`src/rtl/odd_counter_pkg.sv`:
```
// Shared definitions for the odd-value sweep counter and its arbiter front end.
package odd_counter_pkg;

  localparam int unsigned IdxWDefault = 3;

  typedef enum logic [1:0] {
    StIdle,
    StRun,
    StDone
  } state_e;

endpackage

```
`src/rtl/odd_step_core.sv`:
```
// Index register that walks up or down by one position per enabled cycle, wrapping mod 2^IDX_W.
// The exposed count is always the odd value {index, 1}.
module odd_step_core
  import odd_counter_pkg::*;
#(
  parameter int unsigned IDX_W = IdxWDefault
) (
  input  logic             clk,
  input  logic             reset,
  input  logic             en,
  input  logic             up,
  output logic [IDX_W:0]   count
);

  localparam logic [IDX_W-1:0] One = 1;

  logic [IDX_W-1:0] index_q, index_d;

  always_comb begin
    index_d = index_q;
    if (en) begin
      // Natural overflow/underflow of the index gives the 15->1 and 1->15 wrap.
      index_d = up ? (index_q + One) : (index_q - One);
    end
  end

  always_ff @(posedge clk or negedge reset) begin
    if (!reset) begin
      index_q <= '0;
    end else begin
      index_q <= index_d;
    end
  end

  assign count = {index_q, 1'b1};

endmodule

```
`src/rtl/odd_sweep_arbiter.sv`:
```
// Two-requester round-robin arbiter that grants a fixed-length odd-value sweep,
// stepping the shared odd counter up or down once per RUN cycle.
module odd_sweep_arbiter
  import odd_counter_pkg::*;
#(
  parameter int unsigned IDX_W = IdxWDefault
) (
  input  logic             clk,
  input  logic             reset,
  input  logic [1:0]       req,
  input  logic [1:0]       dir,
  input  logic [2:0]       len0,
  input  logic [2:0]       len1,
  output logic [1:0]       gnt,
  output logic             busy,
  output logic             owner,
  output logic             done,
  output logic [IDX_W:0]   count
);

  state_e     state_q, state_d;
  logic       dir_q, dir_d;
  logic [2:0] step_q, step_d;
  logic       owner_q, owner_d;
  logic       last_q, last_d;
  logic       win;
  logic       step_en;

  always_comb begin
    state_d = state_q;
    dir_d   = dir_q;
    step_d  = step_q;
    owner_d = owner_q;
    last_d  = last_q;
    win     = 1'b0;
    gnt     = '0;
    done    = 1'b0;
    step_en = 1'b0;
    unique case (state_q)
      StIdle: begin
        // Grant is combinational in IDLE, so keep it quiet while reset is held.
        if (reset && (req != 2'b00)) begin
          win      = (req == 2'b11) ? ~last_q : req[1];
          gnt[win] = 1'b1;
          dir_d    = dir[win];
          step_d   = win ? len1 : len0;
          owner_d  = win;
          last_d   = win;
          state_d  = StRun;
        end
      end
      StRun: begin
        step_en = 1'b1;
        if (step_q == 3'd0) begin
          state_d = StDone;
        end else begin
          step_d = step_q - 3'd1;
        end
      end
      StDone: begin
        done    = 1'b1;
        state_d = StIdle;
      end
      default: state_d = StIdle;
    endcase
  end

  // last_q resets to 1 so requester 0 wins the first simultaneous request.
  always_ff @(posedge clk or negedge reset) begin
    if (!reset) begin
      state_q <= StIdle;
      dir_q   <= 1'b0;
      step_q  <= 3'd0;
      owner_q <= 1'b0;
      last_q  <= 1'b1;
    end else begin
      state_q <= state_d;
      dir_q   <= dir_d;
      step_q  <= step_d;
      owner_q <= owner_d;
      last_q  <= last_d;
    end
  end

  assign busy  = (state_q != StIdle);
  assign owner = owner_q;

  odd_step_core #(
    .IDX_W(IDX_W)
  ) u_core (
    .clk  (clk),
    .reset(reset),
    .en   (step_en),
    .up   (dir_q),
    .count(count)
  );

endmodule

```
`config.mk`:
```
export PLATFORM = sky130hd
export DESIGN_NAME = odd_sweep_arbiter
export DESIGN_NICKNAME = d
export VERILOG_FILES = /design/src/rtl/odd_counter_pkg.sv /design/src/rtl/odd_step_core.sv /design/src/rtl/odd_sweep_arbiter.sv
export SDC_FILE = /design/constraint.sdc
export NUM_CORES = 1
export LEC_CHECK = 0
export ABC_AREA = 1
export CAP_MARGIN = 20
export CORE_MARGIN = 2
export CORE_UTILIZATION = 50
export CTS_BUF_LIST = sky130_fd_sc_hd__clkbuf_4
export DETAILED_ROUTE_END_ITERATION = 8
export DONT_BUFFER_PORTS = 1
export PLACE_DENSITY = 0.68
export SETUP_SLACK_MARGIN = 0.05
export SKIP_CTS_REPAIR_TIMING = 1
export SYNTH_ARGS = -nofsm -noshare
export SYNTH_HDL_FRONTEND = slang
export SYNTH_SLANG_ARGS = --single-unit
```
`constraint.sdc`:
```
create_clock -name clk -period 1.3 [get_ports clk]
set_clock_uncertainty 0.15 [all_clocks]
set_input_delay 0.195 -clock clk [delete_from_list [all_inputs] [get_ports clk]]
set_output_delay 0.195 -clock clk [all_outputs]
set_load 0.005 [all_outputs]
```
==> impl_metrics.csv <==
group,metric,value,unit
status,status,"finished with violations",
status,violations,"negative setup slack",
global_routing,grt_pass1_wl,1.92,mm
timing,hold_violations,0,
global_routing,grt_max_degree,13,
routing,wire_per_inst,12.2,µm
timing,max_slew_margin,0.661,
final_layout,layout.filler_cells,100,
critical_path,rrSetupSlack,-0.06,ns
yosys,yosys_warnings,0,
placed_design,port_buffers,0,
floorplan,die_y,40.1,µm
routing,first_iter_violations,4,
yosys,synthesis.area,653,µm²
hold_path,hp-class,"in2reg",
critical_path,timing.rr.end,"step_q[0]$_DFFE_PN0P_",
final_layout,diodes,0,
critical_path,crit_family,"flip-flops",
critical_path,start_kind,"flop",
yosys,syn_inst,81,
critical_path,rr_startpoint,"state_q[0]$_DFFE_PN0P_",
yosys,synthesis.nets,96,
critical_path,cpMaxStageDelayCell,"dfstp_2",
yosys,synth_ff_type,"dfrtp_1",
final_layout,fin_nets,115,
placed_design,gp_congestion,0.773,
routing,ant_nets,0,
hold_path,hold_end,"last_q$_DFFE_PN1P_",
final_layout,drive_above_1_share,0.374,
hold_path,min_from,"req[1]",
timing,fmax,679,MHz
yosys,async_flop_share,1.00,
critical_path,crit_arrival,1.13,ns
yosys,synth-seq-cells,11,
critical_path,cpPeakStageDelay,0.56,ns
final_layout,syn_to_final_growth,34.3,%
yosys,synth.distinct_cells,17,
global_routing,grt_use_total,0.184,
floorplan,start_util,0.521,
power_and_ir_drop,p_total,2.14,mW
global_routing,grt_pass1_vias,478,
global_routing,antenna_found_initial,0,
global_routing,grt.overflow.total,0,
yosys,synth_common_cells,"nand2_1, inv_1, nand3_1",
clocking,cts_root_buffer,"clkbuf_4",
routing,drc,0,
clocking,clkSinkCount,11,
power_and_ir_drop,power_leakage,0.455,nW
floorplan,dieArea,1610,µm²
routing,vias_per_cell,4.91,
clocking,path_clk_slew,0.07,ns
critical_path,worstRegToRegCells,6,
power_and_ir_drop,powerDensity,2440,nW/µm²
critical_path,crit_fanout,4,
timing,finalSetupViolCount,7,
floorplan,rows,13,
timing,slew_viol_final,0,
yosys,synth_most_common_cell,"nand2_1",
clocking,cts_buffers,3,
timing,tns,-0.502,ns
placed_design,dp_hpwl,916,µm
hold_path,min_path_cells,4,
critical_path,crit_chain,"nand2_4 > nand2_4 > inv_4 > nor2_4",
yosys,yosysTopAreaCellShare,0.383,
yosys,yosysTopAreaCell,"dfrtp_1",
routing,dr.pass1.iters,2,
floorplan,die_w,40.1,µm
floorplan,io_pins,21,
critical_path,critical_path_buf_inv_count,1,
yosys,synth-seq-area-share,0.423,
clocking,cts_tree,"yes",
timing,post-route-period-util,1.13,
run,cap_violations,0,
routing,vias,560,
final_layout,fin_cells,114,
routing,drt_wl_total,1.39,mm
floorplan,core,1250,µm²
yosys,avgSynthCellArea,8.06,µm²
clocking,cts_buffer_depth,2,
timing,period_needed,1.47,ns
critical_path,required,0.95,ns
timing,fin_ws,-0.172,ns
critical_path,critPathKind,"reg2out",
placed_design,placed_cells,99,
critical_path,endpoint_kind,"output pin",
timing,rsz0062_at_grt,"true",
critical_path,worst_path_most_repeated_cell,"nand2_4",
clocking,insertion_delay,0.27,ns
clocking,htree_levels,1,
timing,worst_slew_pin_slew,0.507,ns
yosys,synth.area.top_cells,"dfrtp_1, nand2_1, nand3_1, inv_1, dfstp_2",
power_and_ir_drop,peakVddDrop,1350,µV
yosys,synth_edf_count,0,
==> layer usage <==
layer,track usage,share of wire,vias up
met5,0,0,-
li1,-,-,283
met1,0.236,0.42,258
met4,0.0776,0.028,0
met3,0.0389,0.039,4
met2,0.298,0.51,15
==> through the flow <==
| step | cell area, µm² | utilization | hold WS (ns) | setup WS [ns] |
|---|---|---|---|---|
| 2_1_floorplan | 683 | - | -0.251 | 0.0230 |
| 3_3_place_gp | 724 | 0.578 | -0.250 | -0.0203 |
| 3_5_place_dp | 724 | 0.578 | -0.250 | -0.0244 |
| 4_1_cts | 754 | 0.602 | -0.544 | -0.261 |
| 5_1_grt | 877 | 0.700 | 0.0445 | -0.219 |
| 6_report | 877 | 0.700 | 0.0144 | -0.172 |
==> sequential cells by signal, indices dropped and copies added, names as in the netlist <==
name and flops:
dir_q 1, state_q 2, step_q 3, u_core.index_q 3
owner 1, last_q 1
==> worst reg2reg max path, cell delays in order (launching register included) <==
cell and delay (ns):
dfrtp_1 0.43, nor2_4 0.13, nand3_4 0.13, buf_6 0.15, buf_4 0.13, nand3_1 0.07
nand2_1 0.06
==> layout by cell type, fill, tap and decap left out <==
cell and count:
nand2_4 4, clkbuf_4 4, nor2_1 4, buf_4 10, conb_1 1, ha_2 1
ha_4 1, dfstp_2 1, nand2_1 23, nand3_1 9, nand3_2 3, inv_4 1
nand3_4 1, inv_2 3, dfrtp_1 10, nand2_2 2, dlygate4sd3_1 3, inv_1 10
xnor2_1 2, nor2_4 3, fa_2 1, buf_6 2
==> cells by family after synthesis <==
logic type                 Yosys count  share of synthesized area
adders and majority gates            3                     0.0690
DFF                                 11                      0.423
other                                1                    0.00574
buffers and inverters               15                     0.0920
and+or+nand+nor                     49                      0.383
xor gates and xnor gates             2                     0.0268
==> worst max-delay path by stage <==
stage	start	endpoint	slack, ns	depth (start not counted)
2_1_floorplan	dir_q$_DFFE_PN0P_	u_core.index_q[2]$_DFFE_PN0N_	0.02	6
3_3_place_gp	dir_q$_DFFE_PN0P_	u_core.index_q[2]$_DFFE_PN0N_	-0.02	6
3_5_place_dp	dir_q$_DFFE_PN0P_	u_core.index_q[2]$_DFFE_PN0N_	-0.02	6
4_1_cts	state_q[0]$_DFFE_PN0P_	gnt[1]	-0.26	3
5_1_grt	last_q$_DFFE_PN1P_	gnt[0]	-0.22	4
6_report	last_q$_DFFE_PN1P_	gnt[0]	-0.17	4
==> area by class of cell <==
class / count / area (µm²) / area share
Multi-Input combinational cell: 55 / 369 / 0.421
Sequential cell: 11 / 277 / 0.315
Timing Repair Buffer: 15 / 128 / 0.146
Inverter: 14 / 55.1 / 0.0628
Clock buffer: 4 / 30.0 / 0.0342
Tap cell: 15 / 18.8 / 0.0214
==> where the power goes <==
part | internal (mW) | switching, mW
Clock | 0.140 | 0.120
Combinational | 0.559 | 0.654
Sequential | 0.529 | 0.137
No activity file was read; power rests on OpenSTA's default activity.
